<file path="src/rtl/cpu_sequencer.sv">
// Purpose : instruction-phase sequencer for a simple accumulator CPU; owns a 3-bit phase counter and an IDLE/RUN/HALTED FSM and decodes the datapath controls.
// Latency : controls are combinational on phase/state/opcode/zero; a non-stalled instruction spans 8 cycles (phase 0..7).
// Backpres: mem_ready = 0 in phase 3, or phase 7 for ALU/STO, freezes phase and every output until the first cycle mem_ready = 1.
//
// Ports:
//   clk, rst_n         clock, asynchronous active-low reset
//   start, resume      one-cycle pulses: leave IDLE / leave HALTED
//   mem_ready          memory handshake (ignored when WAIT_EN = 0)
//   opcode, zero       instruction opcode field and accumulator-zero flag
//   sel .. data_e      datapath control strobes
//   phase, halted      current phase, HALTED indicator
//   illegal            undefined opcode seen in phase 4
module cpu_sequencer #(
    parameter int OPCODE_WIDTH = 3,
    parameter bit WAIT_EN      = 1'b1
) (
    input  logic                    clk,
    input  logic                    rst_n,
    input  logic                    start,
    input  logic                    resume,
    input  logic                    mem_ready,
    input  logic [OPCODE_WIDTH-1:0] opcode,
    input  logic                    zero,
    output logic                    sel,
    output logic                    rd,
    output logic                    ld_ir,
    output logic                    halt,
    output logic                    inc_pc,
    output logic                    ld_ac,
    output logic                    ld_pc,
    output logic                    wr,
    output logic                    data_e,
    output logic [2:0]              phase,
    output logic                    halted,
    output logic                    illegal
);

    typedef enum logic [1:0] {
        S_IDLE   = 2'd0,
        S_RUN    = 2'd1,
        S_HALTED = 2'd2
    } state_t;

    state_t     state_q, state_d;
    logic [2:0] phase_q, phase_d;

    // Opcode decode. Widening to 8 bits lets one expression detect codes
    // >= 8 for every legal OPCODE_WIDTH; those decode to nothing (NOP).
    logic [7:0] op_ext;
    logic       op_def;
    logic       is_hlt, is_skz, is_sto, is_jmp, is_alu;
    logic       mem_rdy;
    logic       stall;

    assign op_ext  = 8'(opcode);
    assign op_def  = (op_ext[7:3] == 5'd0);
    assign is_hlt  = op_def && (op_ext[2:0] == 3'd0);
    assign is_skz  = op_def && (op_ext[2:0] == 3'd1);
    assign is_alu  = op_def && (op_ext[2:0] >= 3'd2) && (op_ext[2:0] <= 3'd5);
    assign is_sto  = op_def && (op_ext[2:0] == 3'd6);
    assign is_jmp  = op_def && (op_ext[2:0] == 3'd7);

    assign mem_rdy = WAIT_EN ? mem_ready : 1'b1;

    // Phase 3 is the instruction fetch; phase 7 is the operand read/write.
    assign stall = (state_q == S_RUN) && !mem_rdy &&
                   ((phase_q == 3'd3) || ((phase_q == 3'd7) && (is_alu || is_sto)));

    // State register
    always_ff @(posedge clk or negedge rst_n) begin
        if (!rst_n) begin
            state_q <= S_IDLE;
            phase_q <= 3'd0;
        end else begin
            state_q <= state_d;
            phase_q <= phase_d;
        end
    end

    // Next-state logic
    always_comb begin
        state_d = state_q;
        phase_d = phase_q;
        case (state_q)
            S_IDLE: begin
                phase_d = 3'd0;
                if (start) begin
                    state_d = S_RUN;
                end
            end
            S_RUN: begin
                if ((phase_q == 3'd4) && is_hlt) begin
                    // Phase stays at 4 while halted; resume continues at 5.
                    state_d = S_HALTED;
                end else if (!stall) begin
                    phase_d = phase_q + 3'd1;
                end
            end
            S_HALTED: begin
                if (resume) begin
                    state_d = S_RUN;
                    phase_d = 3'd5;
                end
            end
            default: begin
                state_d = S_IDLE;
                phase_d = 3'd0;
            end
        endcase
    end

    // Output decode
    always_comb begin
        sel     = 1'b0;
        rd      = 1'b0;
        ld_ir   = 1'b0;
        halt    = 1'b0;
        inc_pc  = 1'b0;
        ld_ac   = 1'b0;
        ld_pc   = 1'b0;
        wr      = 1'b0;
        data_e  = 1'b0;
        halted  = 1'b0;
        illegal = 1'b0;
        case (state_q)
            S_RUN: begin
                case (phase_q)
                    3'd0, 3'd1: begin
                        sel = 1'b1;
                        rd  = 1'b1;
                    end
                    3'd2, 3'd3: begin
                        sel   = 1'b1;
                        rd    = 1'b1;
                        ld_ir = 1'b1;
                    end
                    3'd4: begin
                        inc_pc  = 1'b1;
                        halt    = is_hlt;
                        illegal = !op_def;
                    end
                    3'd5: begin
                        rd = is_alu;
                    end
                    3'd6: begin
                        rd     = is_alu;
                        inc_pc = is_skz && zero;
                        ld_pc  = is_jmp;
                        data_e = is_sto;
                    end
                    default: begin
                        rd     = is_alu;
                        ld_ac  = is_alu;
                        ld_pc  = is_jmp;
                        wr     = is_sto;
                        data_e = is_sto;
                    end
                endcase
            end
            S_HALTED: begin
                halt   = 1'b1;
                halted = 1'b1;
            end
            default: ;
        endcase
    end

    assign phase = phase_q;

endmodule

</file>
<file path="config.mk">
export PLATFORM = sky130hd
export DESIGN_NAME = cpu_sequencer
export DESIGN_NICKNAME = d
export VERILOG_FILES = /design/src/rtl/cpu_sequencer.sv
export SDC_FILE = /design/constraint.sdc
export NUM_CORES = 1
export LEC_CHECK = 0
export ABC_AREA = 1
export CORE_MARGIN = 2
export CORE_UTILIZATION = 43
export CTS_CLUSTER_SIZE = 30
export DETAILED_ROUTE_END_ITERATION = 12
export PLACE_DENSITY = 0.75
export RECOVER_POWER = 50
export SYNTH_ARGS = -nofsm -noshare
export SYNTH_HDL_FRONTEND = slang
export SYNTH_SLANG_ARGS = --single-unit
</file>
<file path="constraint.sdc">
create_clock -name clk -period 1.95 [get_ports clk]
set_clock_uncertainty 0.05 [all_clocks]
set_input_delay 0.39 -clock clk [delete_from_list [all_inputs] [get_ports clk]]
set_output_delay 0.39 -clock clk [all_outputs]
set_load 0.01 [all_outputs]
</file>
Word level (Yosys, flattened, before mapping)
Cells that the tools add are included. Widths: inputs -> output; s select.

Add/sub/neg operators: 1. $lt $le $gt $ge: 2. Equality and inequality tests: 17. Muxes and demuxes: 27. Reductions and logical operators: 18.

Operators by type and width (count): $eq 3x3->1 const B (6); $mux 1 (16); $mux 3 (3); $ne 2x2->1 const B (4); $reduce_or 7->1 (1); $eq 3x1->1 const B (2); $eq 3x2->1 const B (2); $logic_and 1x1->1 (6); $logic_not 3->1 (2); $mux 2 (3); $pmux 1 s2 (3); $pmux 2 s3 (1); $pmux 3 s2 (1); $reduce_and 3->1 (2); $reduce_or 6->1 (1); $reduce_or 4->1 (1); $add 3x1->3 const B (1); $ge 3x2->1 const B (1); $le 3x3->1 const B (1); $eq 2x1->1 const B (1); $eq 2x2->1 const B (1); $logic_not 2->1 (1); $logic_or 1x1->1 (2); $ne 2x1->1 const B (1); other kinds (2) (2).

Bits in registers: 5. Input port bits: 9. Output and inout port bits: 14. Word-level logic and storage cells: 67.

Longest topological paths before layout
Depth after elaboration: 9. Mapped depth: 10. Gate-level depth less buffers: 10.

Worst setup path before layout
OpenSTA, ideal clock, no wires.

Path type: register to output. From: reg phase_q[0], in the netlist phase[0]. To: out wr. Data arrival time: 1.320 ns. Setup slack: 0.190 ns. Stages on the path, launching flop included: 6. Path buffers: 0. Cell sequence: dfrtp_1 -> inv_1 -> ha_1 -> o21ai_0 -> nand4_1 -> nor3_1.

Word-level cells in the longest chain between the ends: 4. Elaborated cells between the ends (all ways): 10. Classes of those cells: eq/ne (6); mux (2); reduce/logical (2).

Ends and longest elaborated chain: from (decl) (line 45) `logic [2:0] phase_q, phase_d;`; from (signal assigned) (line 76) `phase_q <= phase_d;`; $eq 3x2->1, or another cell as far along (line 127) `case (phase_q)`; $reduce_or 7->1 (no line) *; $mux 1 * (line 127); $mux 1 * (line 125) `case (state_q)`; to (decl) (line 31) `output logic wr,`.

Every way passes the cells marked *; elsewhere a longest branch is shown, timed or not.

Worst setup path after layout
From: reg phase_q[0], in the netlist phase[0]. To: out rd.

Word-level cells in the longest chain between the ends: 4. Elaborated cells between the ends (all ways): 8. Classes of those cells: eq/ne (4); mux (2); reduce/logical (2).

Ends and longest elaborated chain: $eq 3x2->1, or another cell as far along (line 127); $reduce_or 4->1 (no line); $pmux 1 s2 * (line 127); $mux 1 * (line 125); to (decl) (line 25) `output logic rd,`.

Marks and branches as above.

==> flow_summary.json <==
{
  "whs_ps": 379,
  "cts.path.max_buffers": 2,
  "yosys.area.top_type_share": 0.202,
  "drtPass1Iterations": 4,
  "dp_hpwl_um": 1300,
  "cts_buffers": 3,
  "fin_crit_sh": 1.03,
  "port-buffer-count": 21,
  "nNetsFinal": 165,
  "drive_gt1_frac": 0.497,
  "tns_ps": -83.9,
  "rrSetupSlack_ps": 260,
  "antenna_found_initial": 0,
  "setup_ws_ps": -58.1,
  "clkSlewWorstSetupHoldPaths_ps": 50,
  "ys_ff_latch": 5,
  "grtUsageTotal": 0.233,
  "slew_viol_final": 0,
  "ant_nets": 0,
  "insertion_delay_ps": 240,
  "wl_per_cell_um": 12.4,
  "via_count": 784,
  "boundaryPins": 23,
  "cp-end-kind": "output pin",
  "gp_congestion": 0.827,
  "antenna-diode-count": 0,
  "synth_cell_types": 20,
  "critPathMaxFanout": 4,
  "start_kind": "flop",
  "drt-initial-drc-count": 5,
  "vdd_drop_max_uv": 948,
  "cpLargestDelayFamily": "flip-flops",
  "worstReg2RegStart": "phase[1]$_DFFE_PN0P_",
  "failed_checks": "setup timing",
  "drc": 0,
  "grt_pass1_vias": 765,
  "cts_max_level": 1,
  "syn_area_per_cell_um2": 6.44,
  "power.density_mw_per_mm2": 1150,
  "synth.most_common_cell": "nand2_1",
  "grt_pass1_wl_um": 3100,
  "dieArea_mm2": 0.00176,
  "start_util": 0.469,
  "num_rows": 13,
  "vias_per_cell": 4.90,
  "overflow": 0,
  "syn_to_final_growth_pct": 78.9,
  "synth_top_cell_by_area": "dfrtp_1",
  "placed_cells": 151,
  "path_buf_inv": 3,
  "status": "finished, violations left",
  "rsz0062_at_grt": "yes",
  "yosys-top-cells-count": "nand2_1, inv_1, nor2_1",
  "r2r-end": "phase[2]$_DFFE_PN0P_",
  "period_needed_ps": 2010,
  "synthCells": 96,
  "path_cells": "inv_4, ha_4, buf_6, nand2_1, nand2_1, nor2_2, a21oi_1, buf_2",
  "crit_path_frequent_cell": "nand2_1",
  "ys_warn_count": 0,
  "cts_tree": "yes",
  "grt_max_degree": 6,
  "r2r_cells": 10,
  "yosys-top-cells-area": "dfrtp_1, ha_1, nand2_1, inv_1, nor2_1",
  "die_y_um": 41.9,
  "core-area_mm2": 0.00132,
  "total_leakage_power_uw": 0.000598,
  "syn_area_um2": 618,
  "clock.fmax_mhz": 498,
  "synthArstFlopShare": 1.00,
  "fill_cells": 90,
  "max_stage_delay_ps": 450,
  "crit_required_ps": 1510,
  "setup_viol": 4,
  "synth_fp_nets": 115,
  "maxCapViolCount": 0,
  "stdcell_count": 160,
  "die_w_um": 41.9,
  "seq_area_um2": 128,
  "cpMaxStageDelayCell": "dfrtp_2",
  "finalHoldViolCount": 0,
  "cts-root-buf": "clkbuf_4",
  "ys.flop_type": "dfrtp_1",
  "multi_input_area_um2": 510,
  "synth_seq_area_share": 0.202,
  "worst_hold_path_type": "in -> async",
  "arrival_ps": 1570,
  "synth-edff-count": 0,
  "wirelength_um": 1990,
  "cts_num_sinks": 5,
  "criticalPathCategory": "reg -> out"
}
cells in the final DEF (no fill, tap or decap), drive strengths merged:
cell and instances:
o21ai 3, buf 34, ha 10, inv 18, nand2 25, or2 2, nand3 8, clkinv 1
nor2 14, clkbuf 3, nor3 1, clkdlybuf4s50 7, a21oi 6, nand4 2, dlygate4sd3 1, dlygate4sd2 4
conb 1, dfrtp 5
layout make-up:
cell class | instances | share of cell area
multi-input combinational | 72 | 0.462
timing repair buffer | 46 | 0.318
sequential | 5 | 0.115
inverter | 18 | 0.0633
clock buffer | 3 | 0.0204
tap | 15 | 0.0170
clock inverter | 1 | 0.00452
routing by layer:
metal,share of wire,track usage
met5,0,0
met4,0.026,0.116
met3,0.032,0.0391
met2,0.53,0.459
met1,0.41,0.225
logic make-up after synthesis:
| family | synth area share |
|---|---|
| other | 0.00607 |
| AO/OA/AOI/OAI | 0.0729 |
| adder cells (fa/ha/maj) | 0.202 |
| AND/OR/NAND/NOR | 0.395 |
| flip-flops | 0.202 |
| buffers and inverters | 0.121 |
metrics by stage:
step           total power, uW  instance area (um2)  worst slack, ps   util
3_5_place_dp              1030                  990             -504  0.751
3_3_place_gp              1010                  990             -478  0.751
5_1_grt                   1390                 1110             -121  0.840
6_report                  1270                 1110            -58.1  0.840
2_1_floorplan              577                  618              190      -
4_1_cts                   1190                 1060            -46.9  0.802
flip-flops by register name, summed over array words and instances, names as in the netlist:
| signal | cells |
|---|---|
| phase | 3 |
| state_q | 2 |
worst max-delay path by stage:
| stage | start | to | slack, ps | cells after the start |
|---|---|---|---|---|
| 6_report | phase[0]$_DFFE_PN0P_ | rd | -60 | 8 |
| 5_1_grt | phase[0]$_DFFE_PN0P_ | rd | -120 | 8 |
| 4_1_cts | phase[0]$_DFFE_PN0P_ | halt | -50 | 7 |
| 3_5_place_dp | opcode[1] | wr | -500 | 5 |
| 3_3_place_gp | opcode[2] | wr | -480 | 5 |
| 2_1_floorplan | phase[0]$_DFFE_PN0P_ | wr | 190 | 5 |
report_power, final:
group / switching [uW] / leakage [uW] / internal (uW)
Sequential: 50.1 / 0.0000626 / 146
Combinational: 486 / 0.000518 / 471
Clock: 45.0 / 0.0000177 / 74.3
timing repair:
action / 4_1_cts / 5_1_grt
gates resized for setup: 58 / 15
setup endpoints to repair: 10 / 9
pin swaps: 7 / 4
setup buffers: 3 / 2
hold buffers: 0 / 0
Note: power is estimated with default switching activity, not from simulation.
==> patch, RTL diff (same flow settings) <==
Make the reset (`rst_n`) synchronous in one clocked block. Comments in the files are not updated.
--- a/src/rtl/cpu_sequencer.sv
+++ b/src/rtl/cpu_sequencer.sv
@@ -69,3 +69,3 @@
     // State register
-    always_ff @(posedge clk or negedge rst_n) begin
+    always_ff @(posedge clk) begin
         if (!rst_n) begin
Behaviour: differs if rst_n is asserted again (counterexample within 4 cycles, from zero or initial values and one cycle with rst_n low); with rst_n held inactive, the same outputs for 10 cycles.
==> patch against the original RTL <==
Worst setup slack better by 0.098 ns; utilization down 5.0 points; fmax up 5.1%; area after synthesis up 0.81%; combinational power down 12%; global-route usage down 4.8 points; power down 10%; routed wire length down 18%; sequential cell count unchanged; register-to-register slack better by 0.15 ns; count of clock-buffer cells in the layout up 1; final area down 4.8%.
==> patch: results (changes against the original RTL) <==
status = complete, no violations
hpwl dp = 1.23 mm (-5.8%)
cts repair resizes = 43 (-26%)
LEAKAGE = 0.506 nW (-15%)
setup ws final = 0.0395 ns (+0.0976 ns)
CP max stage cell = dfxtp_4
register area share after synthesis = 16.1% (-4.2 points)
worst setup path start = phase[1]
pre-CTS WS = -0.385 ns (+0.119 ns)
global-route wire length before repair = 2.53 mm (-18%)
Net Sw Frac = 45.7% (about the same)
Flop pwr share = 16.1% (+0.7 points)
met2 usage = 33.1% (-13 points)
# Post-CTS Setup Buffers = 0 (-3)
met1 WL = 693 um (-14%)
largest net degree at the start of global routing = 9 (+3)
Reg2Reg Depth = 9 (-1)
Tot GR Track Use = 18.4% (-4.8 points)
met3 Use GR = 3.02% (-0.90 points)
fillcell total = 102 (+13%)
Met2 Wirelength = 834 um (-22%)
gp weighted congestion = 0.838 (+1.2%)
Hold Crit Class = reg2reg
routed wl met3 = 78 um (+24%)
maximum VDD drop = 0.000852 V (-10%)
largest cells by area after synthesis = ha_1 20%, dfxtp_1 16%, nand2_1 13%
hold slack final = 0.490 ns (+0.111 ns)
vias in the first global route = 679 (-11%)
flop2flop setup slack = 0.41 ns (+0.15 ns)
via density per instance = 4.83 (-1.5%)
-- patch: metrics by stage --
step	instance area [um^2]	setup TNS, ns	std cells
after global routing	1050	-0.201	156
final	1050	0	156
after CTS	993	-0.00263	156
after global placement	972	-2.33	152
after floorplan	623	0	100
after detailed placement	972	-2.46	152
-- patch: cells by family (layout without fill, tap and decap cells) --
group / Yosys count / after routing / synth area share, %
other: 1 / 1 / 0.602
adder cells (fa/ha/maj): 10 / 10 / 20.1
AND/OR/NAND/NOR: 49 / 49 / 36.9
flip-flops: 5 / 5 / 16.1
buffers and inverters: 21 / 62 / 13.3
AO/OA/AOI/OAI: 14 / 14 / 13.1
-- patch: layout make-up --
type | instances | area share (%)
Timing Repair Buffer | 38 | 28.5
Tap cell | 15 | 1.78
Multi-Input combinational cell | 74 | 48.9
Inverter | 20 | 8.08
Sequential cell | 5 | 10.2
Clock buffer | 4 | 2.49
